## src/rtl/freq_gen_nco_if.sv

```systemverilog
// rtl/freq_gen_nco_if.sv - control/status bundle of the NCO frequency generator
//
// Purpose: groups the retune request, run control and generator outputs of
// freq_gen_nco so that producer and consumer connect through one port.
// Signals:
//    FREQ_KHZ_I    requested frequency in kHz, sampled with FREQ_LOAD_I
//    FREQ_LOAD_I   one-cycle retune request
//    ENABLE_I      run accumulator; low clears phase
//    BUSY_O        tuning word computation in progress
//    CLAMP_O       last accepted request was clamped to SYS_KHZ/2
//    TUNE_WORD_O   tuning word in use
//    CLK_EN_O      one-cycle strobe per generated period
//    SQ_O          square wave (accumulator MSB)
//    PERIOD_CNT_O  strobes counted in the last completed window
// Modports: master drives requests, slave is the generator.
interface freq_gen_nco_if #(
   parameter int ACC_WIDTH  = 32,
   parameter int FREQ_WIDTH = 20
);
   logic [FREQ_WIDTH-1:0] FREQ_KHZ_I;
   logic                  FREQ_LOAD_I;
   logic                  ENABLE_I;
   logic                  BUSY_O;
   logic                  CLAMP_O;
   logic [ACC_WIDTH-1:0]  TUNE_WORD_O;
   logic                  CLK_EN_O;
   logic                  SQ_O;
   logic [31:0]           PERIOD_CNT_O;

   modport master (
      output FREQ_KHZ_I, FREQ_LOAD_I, ENABLE_I,
      input  BUSY_O, CLAMP_O, TUNE_WORD_O, CLK_EN_O, SQ_O, PERIOD_CNT_O
   );

   modport slave (
      input  FREQ_KHZ_I, FREQ_LOAD_I, ENABLE_I,
      output BUSY_O, CLAMP_O, TUNE_WORD_O, CLK_EN_O, SQ_O, PERIOD_CNT_O
   );
endinterface

```

## src/rtl/freq_gen_nco.sv

```systemverilog
// rtl/freq_gen_nco.sv - programmable NCO frequency generator with self-count
//
// Purpose: converts a requested frequency in kHz into a tuning word
// floor(f * 2^ACC_WIDTH / SYS_KHZ) with a bit-serial restoring divider, then
// runs a phase accumulator producing a one-cycle strobe and a square wave.
// Strobes are counted per window of WIN_CYCLES clocks for cross-checking.
// Ports:
//    SYS_CLK_I   single clock, rising edge
//    SYS_RSTN_I  synchronous active-low reset
//    bus         freq_gen_nco_if slave modport (request, control, outputs)
module freq_gen_nco #(
   parameter int SYS_PRD_NS = 10,
   parameter int ACC_WIDTH  = 32,
   parameter int FREQ_WIDTH = 20,
   parameter int WIN_CYCLES = 1000000000 / SYS_PRD_NS
) (
   input  logic          SYS_CLK_I,
   input  logic          SYS_RSTN_I,
   freq_gen_nco_if.slave bus
);

   localparam int SYS_KHZ  = 1000000 / SYS_PRD_NS;
   localparam int HALF_KHZ = SYS_KHZ / 2;
   // One spare bit above SYS_KHZ so the doubled remainder never overflows.
   localparam int REM_W    = $clog2(SYS_KHZ) + 1;
   localparam int CNT_W    = (ACC_WIDTH > 1) ? $clog2(ACC_WIDTH) : 1;
   localparam int WIN_W    = (WIN_CYCLES > 1) ? $clog2(WIN_CYCLES) : 1;

   localparam logic [REM_W-1:0] SYS_KHZ_R = REM_W'(SYS_KHZ);
   localparam logic [31:0]      HALF_32   = 32'(HALF_KHZ);
   localparam logic [WIN_W-1:0] WIN_LAST  = WIN_W'(WIN_CYCLES - 1);

   typedef enum logic [1:0] {
      ST_IDLE,
      ST_DIV,
      ST_APPLY
   } state_t;

   state_t               state_q,   state_d;
   logic                 busy_q,    busy_d;
   logic                 clamp_q,   clamp_d;
   logic [REM_W-1:0]     rem_q,     rem_d;
   logic [ACC_WIDTH-1:0] quo_q,     quo_d;
   logic [CNT_W-1:0]     bit_cnt_q, bit_cnt_d;
   logic [ACC_WIDTH-1:0] tune_q,    tune_d;
   logic [ACC_WIDTH-1:0] acc_q,     acc_d;
   logic                 clk_en_q,  clk_en_d;
   logic                 sq_q,      sq_d;
   logic [WIN_W-1:0]     win_q,     win_d;
   logic [31:0]          strobe_q,  strobe_d;
   logic [31:0]          period_q,  period_d;

   logic [31:0]          freq_ext;
   logic [REM_W-1:0]     f_clamped;
   logic [REM_W-1:0]     rem_x2;
   logic                 quo_bit;
   logic [ACC_WIDTH:0]   acc_sum;
   logic [31:0]          strobe_inc;

   // Request clamped to Nyquist so the tuning word never exceeds 2^(ACC_WIDTH-1).
   always_comb begin
      freq_ext  = 32'(bus.FREQ_KHZ_I);
      f_clamped = (freq_ext > HALF_32) ? REM_W'(HALF_KHZ) : REM_W'(freq_ext);
   end

   // Restoring division step. rem is always below SYS_KHZ, so its top bit is
   // zero and dropping it in the shift loses nothing.
   always_comb begin
      rem_x2  = {rem_q[REM_W-2:0], 1'b0};
      quo_bit = (rem_x2 >= SYS_KHZ_R);
   end

   always_comb begin
      state_d   = state_q;
      busy_d    = busy_q;
      clamp_d   = clamp_q;
      rem_d     = rem_q;
      quo_d     = quo_q;
      bit_cnt_d = bit_cnt_q;
      tune_d    = tune_q;

      case (state_q)
         ST_IDLE: begin
            if (bus.FREQ_LOAD_I) begin
               clamp_d   = (freq_ext > HALF_32);
               rem_d     = f_clamped;
               quo_d     = '0;
               bit_cnt_d = CNT_W'(ACC_WIDTH - 1);
               busy_d    = 1'b1;
               state_d   = ST_DIV;
            end
         end
         ST_DIV: begin
            rem_d = quo_bit ? (rem_x2 - SYS_KHZ_R) : rem_x2;
            quo_d = {quo_q[ACC_WIDTH-2:0], quo_bit};
            if (bit_cnt_q == '0) begin
               state_d = ST_APPLY;
            end else begin
               bit_cnt_d = bit_cnt_q - 1'b1;
            end
         end
         ST_APPLY: begin
            // Accumulator is left alone so the frequency change is phase-continuous.
            tune_d  = quo_q;
            busy_d  = 1'b0;
            state_d = ST_IDLE;
         end
         default: begin
            state_d = ST_IDLE;
            busy_d  = 1'b0;
         end
      endcase
   end

   // Phase accumulator: the carry out of the add is the period strobe.
   always_comb begin
      acc_sum = {1'b0, acc_q} + {1'b0, tune_q};
      if (bus.ENABLE_I) begin
         acc_d    = acc_sum[ACC_WIDTH-1:0];
         clk_en_d = acc_sum[ACC_WIDTH];
         // A zero word freezes the phase; keep the square wave low rather than
         // holding whatever MSB the last retune left behind.
         sq_d     = (tune_q != '0) && acc_q[ACC_WIDTH-1];
      end else begin
         acc_d    = '0;
         clk_en_d = 1'b0;
         sq_d     = 1'b0;
      end
   end

   // Self-count window. A strobe in the terminal cycle closes out with that window.
   always_comb begin
      strobe_inc = (clk_en_q && (strobe_q != 32'hFFFF_FFFF)) ? strobe_q + 32'd1 : strobe_q;
      win_d      = win_q;
      strobe_d   = strobe_inc;
      period_d   = period_q;
      if (win_q == WIN_LAST) begin
         win_d    = '0;
         strobe_d = '0;
         period_d = strobe_inc;
      end else begin
         win_d = win_q + 1'b1;
      end
   end

   always_ff @(posedge SYS_CLK_I) begin
      if (!SYS_RSTN_I) begin
         state_q   <= ST_IDLE;
         busy_q    <= 1'b0;
         clamp_q   <= 1'b0;
         rem_q     <= '0;
         quo_q     <= '0;
         bit_cnt_q <= '0;
         tune_q    <= '0;
         acc_q     <= '0;
         clk_en_q  <= 1'b0;
         sq_q      <= 1'b0;
         win_q     <= '0;
         strobe_q  <= '0;
         period_q  <= '0;
      end else begin
         state_q   <= state_d;
         busy_q    <= busy_d;
         clamp_q   <= clamp_d;
         rem_q     <= rem_d;
         quo_q     <= quo_d;
         bit_cnt_q <= bit_cnt_d;
         tune_q    <= tune_d;
         acc_q     <= acc_d;
         clk_en_q  <= clk_en_d;
         sq_q      <= sq_d;
         win_q     <= win_d;
         strobe_q  <= strobe_d;
         period_q  <= period_d;
      end
   end

   assign bus.BUSY_O       = busy_q;
   assign bus.CLAMP_O      = clamp_q;
   assign bus.TUNE_WORD_O  = tune_q;
   assign bus.CLK_EN_O     = clk_en_q;
   assign bus.SQ_O         = sq_q;
   assign bus.PERIOD_CNT_O = period_q;

endmodule

```

## src/flat_wrapper.sv

```systemverilog
// flat-port wrapper written by rule: the top's interface ports become plain ports
module freq_gen_nco_flat 
#(
   parameter int SYS_PRD_NS = 10,
   parameter int ACC_WIDTH  = 32,
   parameter int FREQ_WIDTH = 20,
   parameter int WIN_CYCLES = 1000000000 / SYS_PRD_NS
)
  (SYS_CLK_I, SYS_RSTN_I, bus_FREQ_KHZ_I, bus_FREQ_LOAD_I, bus_ENABLE_I, bus_BUSY_O, bus_CLAMP_O, bus_TUNE_WORD_O, bus_CLK_EN_O, bus_SQ_O, bus_PERIOD_CNT_O);
  freq_gen_nco_if #(.ACC_WIDTH(ACC_WIDTH), .FREQ_WIDTH(FREQ_WIDTH)) bus_i ();
  input  logic SYS_CLK_I;
  input  logic SYS_RSTN_I;
  input wire logic [$bits(bus_i.FREQ_KHZ_I)-1:0] bus_FREQ_KHZ_I;
  input wire logic [$bits(bus_i.FREQ_LOAD_I)-1:0] bus_FREQ_LOAD_I;
  input wire logic [$bits(bus_i.ENABLE_I)-1:0] bus_ENABLE_I;
  output wire logic [$bits(bus_i.BUSY_O)-1:0] bus_BUSY_O;
  output wire logic [$bits(bus_i.CLAMP_O)-1:0] bus_CLAMP_O;
  output wire logic [$bits(bus_i.TUNE_WORD_O)-1:0] bus_TUNE_WORD_O;
  output wire logic [$bits(bus_i.CLK_EN_O)-1:0] bus_CLK_EN_O;
  output wire logic [$bits(bus_i.SQ_O)-1:0] bus_SQ_O;
  output wire logic [$bits(bus_i.PERIOD_CNT_O)-1:0] bus_PERIOD_CNT_O;
  assign bus_i.FREQ_KHZ_I = bus_FREQ_KHZ_I;
  assign bus_i.FREQ_LOAD_I = bus_FREQ_LOAD_I;
  assign bus_i.ENABLE_I = bus_ENABLE_I;
  assign bus_BUSY_O = bus_i.BUSY_O;
  assign bus_CLAMP_O = bus_i.CLAMP_O;
  assign bus_TUNE_WORD_O = bus_i.TUNE_WORD_O;
  assign bus_CLK_EN_O = bus_i.CLK_EN_O;
  assign bus_SQ_O = bus_i.SQ_O;
  assign bus_PERIOD_CNT_O = bus_i.PERIOD_CNT_O;
  freq_gen_nco #(.SYS_PRD_NS(SYS_PRD_NS), .ACC_WIDTH(ACC_WIDTH), .FREQ_WIDTH(FREQ_WIDTH), .WIN_CYCLES(WIN_CYCLES)) u_core (.SYS_CLK_I(SYS_CLK_I), .SYS_RSTN_I(SYS_RSTN_I), .bus(bus_i));
endmodule
```

## config.mk

```make
export PLATFORM = sky130hd
export DESIGN_NAME = freq_gen_nco_flat
export DESIGN_NICKNAME = d
export VERILOG_FILES = /design/src/rtl/freq_gen_nco_if.sv /design/src/rtl/freq_gen_nco.sv /design/src/flat_wrapper.sv
export SDC_FILE = /design/constraint.sdc
export NUM_CORES = 1
export LEC_CHECK = 0
export CORE_MARGIN = 2
export CORE_UTILIZATION = 35
export CTS_CLUSTER_SIZE = 14
export DETAILED_ROUTE_END_ITERATION = 10
export DONT_BUFFER_PORTS = 1
export SLEW_MARGIN = 40
export SYNTH_ARGS = -nofsm -noshare
export SYNTH_HDL_FRONTEND = slang
export SYNTH_SLANG_ARGS = --single-unit
export TNS_END_PERCENT = 30
```

## constraint.sdc

```tcl
create_clock -name SYS_CLK_I -period 6.4 [get_ports SYS_CLK_I]
set_input_delay 0.32 -clock SYS_CLK_I [delete_from_list [all_inputs] [get_ports SYS_CLK_I]]
set_output_delay 0.32 -clock SYS_CLK_I [all_outputs]
set_load 0.03 [all_outputs]
```

### Word-level counts from Yosys, hierarchy flattened

Cells that the tools add are included.

| word-level totals | value |
|---|---|
| register bits | 215 |

| operators by class | value |
|---|---|
| $add $sub $neg | 5 |
| $lt $le $gt $ge | 2 |
| equality and inequality tests | 7 |
| mux-type cells | 15 |
| bitwise gates (word level) | 2 |
| reduce and logical (&&, ||, !) cells | 13 |

Operators by type and width:

| operator | number |
|---|---|
| $mux 32 | 2 |
| $pmux 32 s2 | 1 |
| $mux 17 | 3 |
| $pmux 17 s2 | 1 |
| $add 32x32->33 | 1 |
| $add 32x1->32 const B | 1 |
| $ne 32x32->1 const B | 1 |
| $reduce_bool 32->1 | 1 |
| $add 27x1->27 const B | 1 |
| $eq 27x27->1 const B | 1 |
| $gt 20x16->1 const B | 1 |
| $ge 18x17->1 const B | 1 |
| $sub 17x17->17 const B | 1 |
| $mux 5 | 2 |
| $pmux 5 s2 | 1 |
| $reduce_and 2->1 | 5 |
| $logic_not 5->1 | 1 |
| $sub 5x1->5 const B | 1 |
| $mux 2 | 2 |
| $ne 2x2->1 const B | 2 |
| $pmux 2 s2 | 1 |
| $reduce_and 3->1 | 1 |
| $eq 2x1->1 const B | 1 |
| $eq 2x2->1 const B | 1 |
| 8 further kinds | 10 |

### Depth between registers and ports, before layout

Gate-level depths: netlist of run 1.

| depth | value |
|---|---|
| depth in word-level cells | 4 |
| depth in mapped cells | 10 |
| mapped depth without buffers | 9 |

### Worst setup path after synthesis of run 1

Ideal clock, no wire load.

| timing path | value |
|---|---|
| path type | register to register |
| start point | register u_core.tune_q[0] (netlist: u_core.bus.TUNE_WORD_O[0]) |
| end point | register u_core.acc_q[24] |
| library setup time | 0.072 ns |
| arrival | 2.514 ns |
| setup slack | 3.814 ns |
| cell stages (with the launch flop) | 10 |
| path buffers | 0 |
| clock period less this slack | 2.586 ns |
| path through | dfxtp_1 ha_1 fa_1 a21o_1 a31oi_1 nor4_1 a211oi_1 a21oi_1 a21oi_1 mux2i_1 |

| between the ends | value |
|---|---|
| cells in the longest elaborated chain, start to end | 1 |

RTL lines:

| item | line | source |
|---|---|---|
| from (decl) | freq_gen_nco.sv:45 | `logic [ACC_WIDTH-1:0] tune_q, tune_d;` |
| from (signal assigned) | freq_gen_nco.sv:168 | `tune_q <= tune_d;` |
| $add 32x32->33 | freq_gen_nco.sv:117 | `acc_sum = {1'b0, acc_q} + {1'b0, tune_q};` |
| to (signal assigned) | freq_gen_nco.sv:155 | `acc_q <= '0;` |
| to (signal assigned) | freq_gen_nco.sv:169 | `acc_q <= acc_d;` |
| to (decl) | freq_gen_nco.sv:46 | `logic [ACC_WIDTH-1:0] acc_q, acc_d;` |

Every way passes these cells.
A chain may end at the register's enable or synchronous reset.

### Worst setup path after layout of run 1

Ends and elaborated chain as after synthesis.

==> results of run 1 <==
-- registers in the layout (all words and copies together), names as in the netlist --
register                 cells
u_core.acc_q                32
u_core.bit_cnt_q             5
u_core.bus.BUSY_O            1
u_core.bus.CLAMP_O           1
u_core.bus.CLK_EN_O          1
u_core.bus.PERIOD_CNT_O     32
u_core.bus.SQ_O              1
u_core.bus.TUNE_WORD_O      32
u_core.quo_q                32
u_core.rem_q                17
u_core.state_q               2
u_core.strobe_q             32
u_core.win_q                27
-- logic make-up (layout without fill, tap and decap cells) --
group                    after synthesis  count (layout)  synth area share [%]
multiplexers                           9               9                 0.931
XOR/XNOR                              80              80                  7.05
adder cells (fa/ha/maj)               39              39                  4.98
AND/OR/NAND/NOR                      436             436                  20.4
flip-flops                           215             215                  43.3
AO/OA/AOI/OAI                        297             297                  20.2
buffers and inverters                 80              96                  3.20
-- layer usage --
layer	wire, um	up-vias	GRT usage (%)	part of all wire, %
met3	1490	31	3.74	6.1
met2	11300	194	27.0	46
met4	402	0	3.49	1.6
met5	0	-	0	0
met1	11200	3825	21.2	46
li1	-	4145	-	-
-- worst reg2reg max path, stage by stage (launching register included) --
cell	delay, ns
dfxtp_1	0.43
ha_1	0.30
fa_1	0.41
a21o_1	0.22
a31oi_1	0.33
nor4_1	0.15
a211oi_1	0.41
a21oi_1	0.20
a21oi_1	0.25
mux2i_1	0.20
-- final cells by class --
class | instances | area, um2 | share of cell area [%]
Clock buffer | 36 | 759 | 6.73
Clock inverter | 11 | 95.1 | 0.843
Inverter | 25 | 93.8 | 0.832
Multi-Input combinational cell | 861 | 5340 | 47.4
Sequential cell | 215 | 4300 | 38.2
Tap cell | 378 | 473 | 4.19
Timing Repair Buffer | 24 | 211 | 1.88
-- power by group through the flow --
stage | clock network, uW | logic [uW] | registers, uW
2_1_floorplan | 0 | 97.2 | 1400
3_3_place_gp | 0 | 120 | 1400
3_5_place_dp | 0 | 122 | 1410
4_1_cts | 1480 | 132 | 1380
5_1_grt | 1540 | 149 | 1380
6_report | 1450 | 131 | 1380
-- metrics by stage --
step	std cells	hold slack (ns)	area (um2)	total power, uW
floorplan	1156	0.418	9940	1500
global placement	1489	0.430	10300	1520
detailed placement	1489	0.445	10300	1530
CTS	1549	0.00326	11300	2990
global route	1550	0.0201	11300	3070
finish	1550	0.0264	11300	2950
-- cells in the final DEF (no fill, tap or decap), drive strengths merged, types with 28 or more instances in the layout --
master and instances:
ha 38, a21oi 91, xor2 36, nor3 28
nand3 31, a22o 32, a211oi 36, nor2 152
clkbuf 36, dfxtp 215, o21ai 42, xnor2 44
nand2 129
-- worst min-delay path by stage --
stage	slack, ns	start	depth (start not counted)	to
global route	0.02	bus_FREQ_KHZ_I[8]	2	u_core.rem_q[8]$_SDFFE_PN0P_
floorplan	0.42	u_core.win_q[0]$_SDFF_PP0_	1	u_core.win_q[0]$_SDFF_PP0_
finish	0.03	bus_FREQ_KHZ_I[11]	2	u_core.rem_q[11]$_SDFFE_PN0P_
global placement	0.43	u_core.win_q[0]$_SDFF_PP0_	1	u_core.win_q[0]$_SDFF_PP0_
CTS	0.003	bus_FREQ_KHZ_I[8]	2	u_core.rem_q[8]$_SDFFE_PN0P_
detailed placement	0.44	u_core.win_q[0]$_SDFF_PP0_	1	u_core.win_q[0]$_SDFF_PP0_
==> metrics.txt, run 1 <==
internal power=2270 uW; Synth Area per Inst=8.60 um2; setup tns final=0 ns; Synth Flop Type=dfxtp_1; fmax=between 300 and 400 MHz; root buf cell=clkbuf_16; GR Overflow Total=0; Max stage delay on crit path=roughly 0.43 ns; Critical path buffers and inverters=0; cell taking the most area after synthesis=dfxtp_1; CTS hold repair buffers=13; outcome=completed; sw frac=23.1%; Crit path depth=9; CP endpoint kind=flop; # fillers=2,831; layout cells sized above 1=6.48%; Seq/Total Area, Yosys=43.3%; Synth top area share=43.3%; Fin Clk Skew=0.0117 ns; max-slew violation count=0; CP most frequent cell=a21oi_1; htree depth=1; Synth Register Bits=about 220; RSZ-0062 raised after global routing=no; Via density=approximately 5.3; Critical path origin=u_core.bus.TUNE_WORD_O[0]$_SDFFE_PN0N_; worst setup margin=3.43 ns; clock power share=49.0%; crit start category=flop; crit path max fanout=4; P_sw=682 uW; Post-CTS Setup Bufs=0; DRC errors left=0; final WL=24.4 mm; CTS sink cnt=215; # IOs=just over 90; clock slew seen by the registers of the worst setup and hold paths=0.06 ns; hpwl dp=16.7 mm; reg2reg path depth=9; Antenna Cells=0; Comb pwr share=4.4%; CTS tree=done; slew margin rel.=between 40% and 50%; IO Port Bufs=0; Antenna Nets Post-Route=0; # rows=61; Synth area leaders=dfxtp_1 (43%), nor2_1 (5.7%), nand2_1 (4.9%); commonest cells in the netlist=dfxtp_1 (215), nor2_1 (152), nand2_1 (129); count leader, synth=dfxtp_1; cts bufs inserted=26; min cycle time layout=just under 3 ns; Initial DRC Count=445; Routed wire per std cell=15.7 um; Ys Warns=0; master of the slowest instance on the critical path=dfxtp_1; Fin. Hold Viols=0; worst setup path end=u_core.acc_q[24]$_SDFF_PN0_; initial antenna violation count=0; Static Leak=roughly 0.0041 uW; via count=roughly 8k; hold crit path type=input pin to flop; Layout area overhead=13.4%; vias in the first global route=~8k; critical-path cell list=ha_1 > fa_1 > a21o_1 > a31oi_1 > nor4_1 > a211oi_1 > a21oi_1 > a21oi_1 > mux2i_1; cell family with most CP delay=compound AO/OA/AOI/OAI gates; die width=173 um; DIE HEIGHT=roughly 170 um; Syn Nets=1,219; worst setup path category=flop to flop; DRT Pass-1 Iters=5; register share of total power=about 47%; pre-CTS setup slack=3.44 ns; synth unique cells=70; slack of the worst reg-to-reg path=3.43 ns; Clock Latency Late Sink=0.52 ns; post_cts resized=0; NumNets Final=1,216; GPL Wtd Cong=0.909; cell count after synthesis=1,156; Async SR Flop Fraction=0%; power density over the cells=approximately 260 nW/um2; DIE AREA=around 30,000 um2; CP arrival=around 3.4 ns; Max clock buf depth=3; Tightest Pin Transition=0.840 ns; Initial Util=35.7%; Final Util=40.5%; MaxCap Viol Count=0; Mapped Area=9940 um2; first-pass GRT wire length=40.7 mm; GRT Total Usage=16.1%; Final period util=46.4%; Required @ worst endpoint=6.85 ns; Reg2Reg Capture Point=u_core.acc_q[24]$_SDFF_PN0_; EDFF count, synth=0; peak supply drop=roughly 170 uV; # setup viols final=0; largest net degree at the start of global routing=72; core region area=27,900 um2; R2R Path Start=u_core.bus.TUNE_WORD_O[0]$_SDFFE_PN0N_
(Power assumes the default switching activity.)
==> run 2, diff against run 1 <==
- clock period: 6.4 -> 2.7 ns (I/O delays scaled with it)
==> metrics.txt, run 2 (synthesis gave the netlist of run 1 again) <==
met3 wire len=1.40 mm (-6.0%); largest net degree at the start of global routing=72 (unchanged); Initial DRC Count=628 (+41%); crit path max fanout=4 (unchanged); IO Port Bufs=0 (unchanged); Clock Latency Late Sink=0.52 ns (about the same); DIE HEIGHT=173 um (unchanged); layout cells sized above 1=9.41% (+2.9 points); # setup viols final=0 (unchanged); outcome=completed; Antenna Cells=0 (unchanged); Total Power Consumption=7010 uW (+140%); CTS sink cnt=215 (unchanged); critical-path cell list=ha_1 > nand2_1 > a2111oi_4 > a22oi_1 > o311a_1 > o31ai_2 > mux2i_1 > o21ai_0; vias in the first global route=8,058 (+2.0%); NumNets Final=1,259 (+3.5%); met1 wire length=11.8 mm (+5.1%); Routed wire per std cell=15.8 um (+0.48%); Max stage delay on crit path=0.45 ns (+0.02 ns); clock slew seen by the registers of the worst setup and hold paths=0.07 ns (about the same); met2 WL=11.4 mm (+1.1%); root buf cell=clkbuf_16; via count=8,358 (+2.0%); Fin Clk Skew=0.0122 ns (+0.000497 ns); MaxCap Viol Count=0 (unchanged); Final Non-Filler Cells=1,589 (+2.5%); power density over the cells=603 nW/um2 (+130%); final WL=25.1 mm (+3.0%); Static Leak=0.00435 uW (+5.3%); # rows=61 (unchanged); master of the slowest instance on the critical path=o311a_1; Tightest Pin Transition=0.714 ns (-0.127 ns); max-slew violation count=0 (unchanged); Hold Slack=0.0312 ns (+0.00484 ns); GR Overflow Total=0 (unchanged); Max clock buf depth=3 (unchanged); Required @ worst endpoint=3.08 ns (-3.77 ns); Via density=5.26 (-0.51%); DRC errors left=0 (unchanged); most frequent cells in the layout=dfxtp_1 (215), nor2_1 (149), nand2_1 (129), a21oi_1 (89), buf_4 (48); Final period util=97.6% (+51 points); slew margin rel.=52.3% (+8.4 points); crit start category=flop; most common cell after layout, fill and taps aside=dfxtp_1; first-pass GRT wire length=41.2 mm (+1.4%); peak supply drop=434 uV (+160%); initial antenna violation count=0 (unchanged); cts bufs inserted=25 (-3.8%); # IOs=92 (unchanged); worst setup path category=flop to flop; RSZ-0062 raised after global routing=yes; GRT Total Usage=16.4% (+0.29 points); pre-CTS setup slack=-0.00852 ns (-3.45 ns); DRT Pass-1 Iters=5 (unchanged); Initial Util=35.7% (unchanged); core region area=27,900 um2 (unchanged); slack of the worst reg-to-reg path=0.07 ns (-3.37 ns); CP arrival=3.01 ns (-0.41 ns); GPL Wtd Cong=0.877 (-3.5%); min cycle time layout=2.63 ns (-0.334 ns); Antenna Nets Post-Route=0 (unchanged); DIE AREA=29,800 um2 (unchanged); htree depth=1 (unchanged); Fin. Hold Viols=0 (unchanged); hpwl dp=17.5 mm (+4.5%); die width=173 um (unchanged); hold crit path type=input pin to flop; Cell Count Post-Placement=1,528 (+2.6%); fmax=380 MHz (+13%); highest routed layer=met4; Layout area overhead=16.9%; CTS tree=done; CP endpoint kind=flop; worst setup margin=0.0653 ns (-3.37 ns)
-- run 2: changes by cell type in the layout (fill, tap and decap cells not counted), sizes merged --
cell | previous run | this run
bufinv | 1 | 3
inv | 26 | 27
clkinvlp | 3 | 0
clkinv | 6 | 4
clkbuf | 36 | 33
buf | 12 | 50
dlygate4sd3 | 12 | 18
-- run 2: repair_timing --
item,4_1_cts,5_1_grt
setup endpoints to repair,2,6
resized for setup,1,6
setup buffers,0,0
hold buffers,19,0
hold endpoints to repair,28,0
-- run 2: final cells by class --
class / instances / area [um2]
clock buffer: 33 / 696
clock inverter: 9 / 131
fill: 2774 / 16200
inverter: 25 / 93.8
multi-input combinational: 861 / 5370
sequential: 215 / 4300
tap: 378 / 473
timing repair buffer: 68 / 557
-- run 2: worst max-delay path, delay by kind of cell, from the launching register on --
family,cells,cell delay (ns)
flip-flops,1,0.31
AND/OR/NAND/NOR,1,0.18
multiplexers,1,0.20
AO/OA/AOI/OAI,5,1.46
adder cells (fa/ha/maj),1,0.34
-- run 2: metrics by stage --
step                      area [um2]  setup TNS [ns]  utilization [%]
after floorplan                 9940               0                -
after global placement         10600               0             38.0
after detailed placement       10600        -0.00852             38.0
after CTS                      11600               0             41.6
after global routing           11600         -0.0790             41.7
final                          11600               0             41.7
-- run 2: metal layers --
metal,up-vias,track usage (%)
met5,-,0
met1,3935,21.4
met3,37,3.36
met2,173,27.5
li1,4213,-
met4,0,4.52
-- run 2: worst paths after layout --
| kind | startpoint | cells after the start | end |
|---|---|---|---|
| setup / recovery | u_core.bus.TUNE_WORD_O[7]$_SDFFE_PN0N_ | 8 | u_core.acc_q[31]$_SDFF_PN0_ |
| hold / removal | SYS_RSTN_I | 3 | u_core.strobe_q[6]$_SDFF_PP0_ |
| setup reg to reg | u_core.bus.TUNE_WORD_O[7]$_SDFFE_PN0N_ | 8 | u_core.acc_q[31]$_SDFF_PN0_ |
| hold reg to reg | u_core.win_q[0]$_SDFF_PP0_ | 1 | u_core.win_q[0]$_SDFF_PP0_ |
-- run 2: report_power, final --
part / internal, uW / switching [uW]
Sequential: 3210 / 49.5
Combinational: 123 / 206
Clock: 2090 / 1330
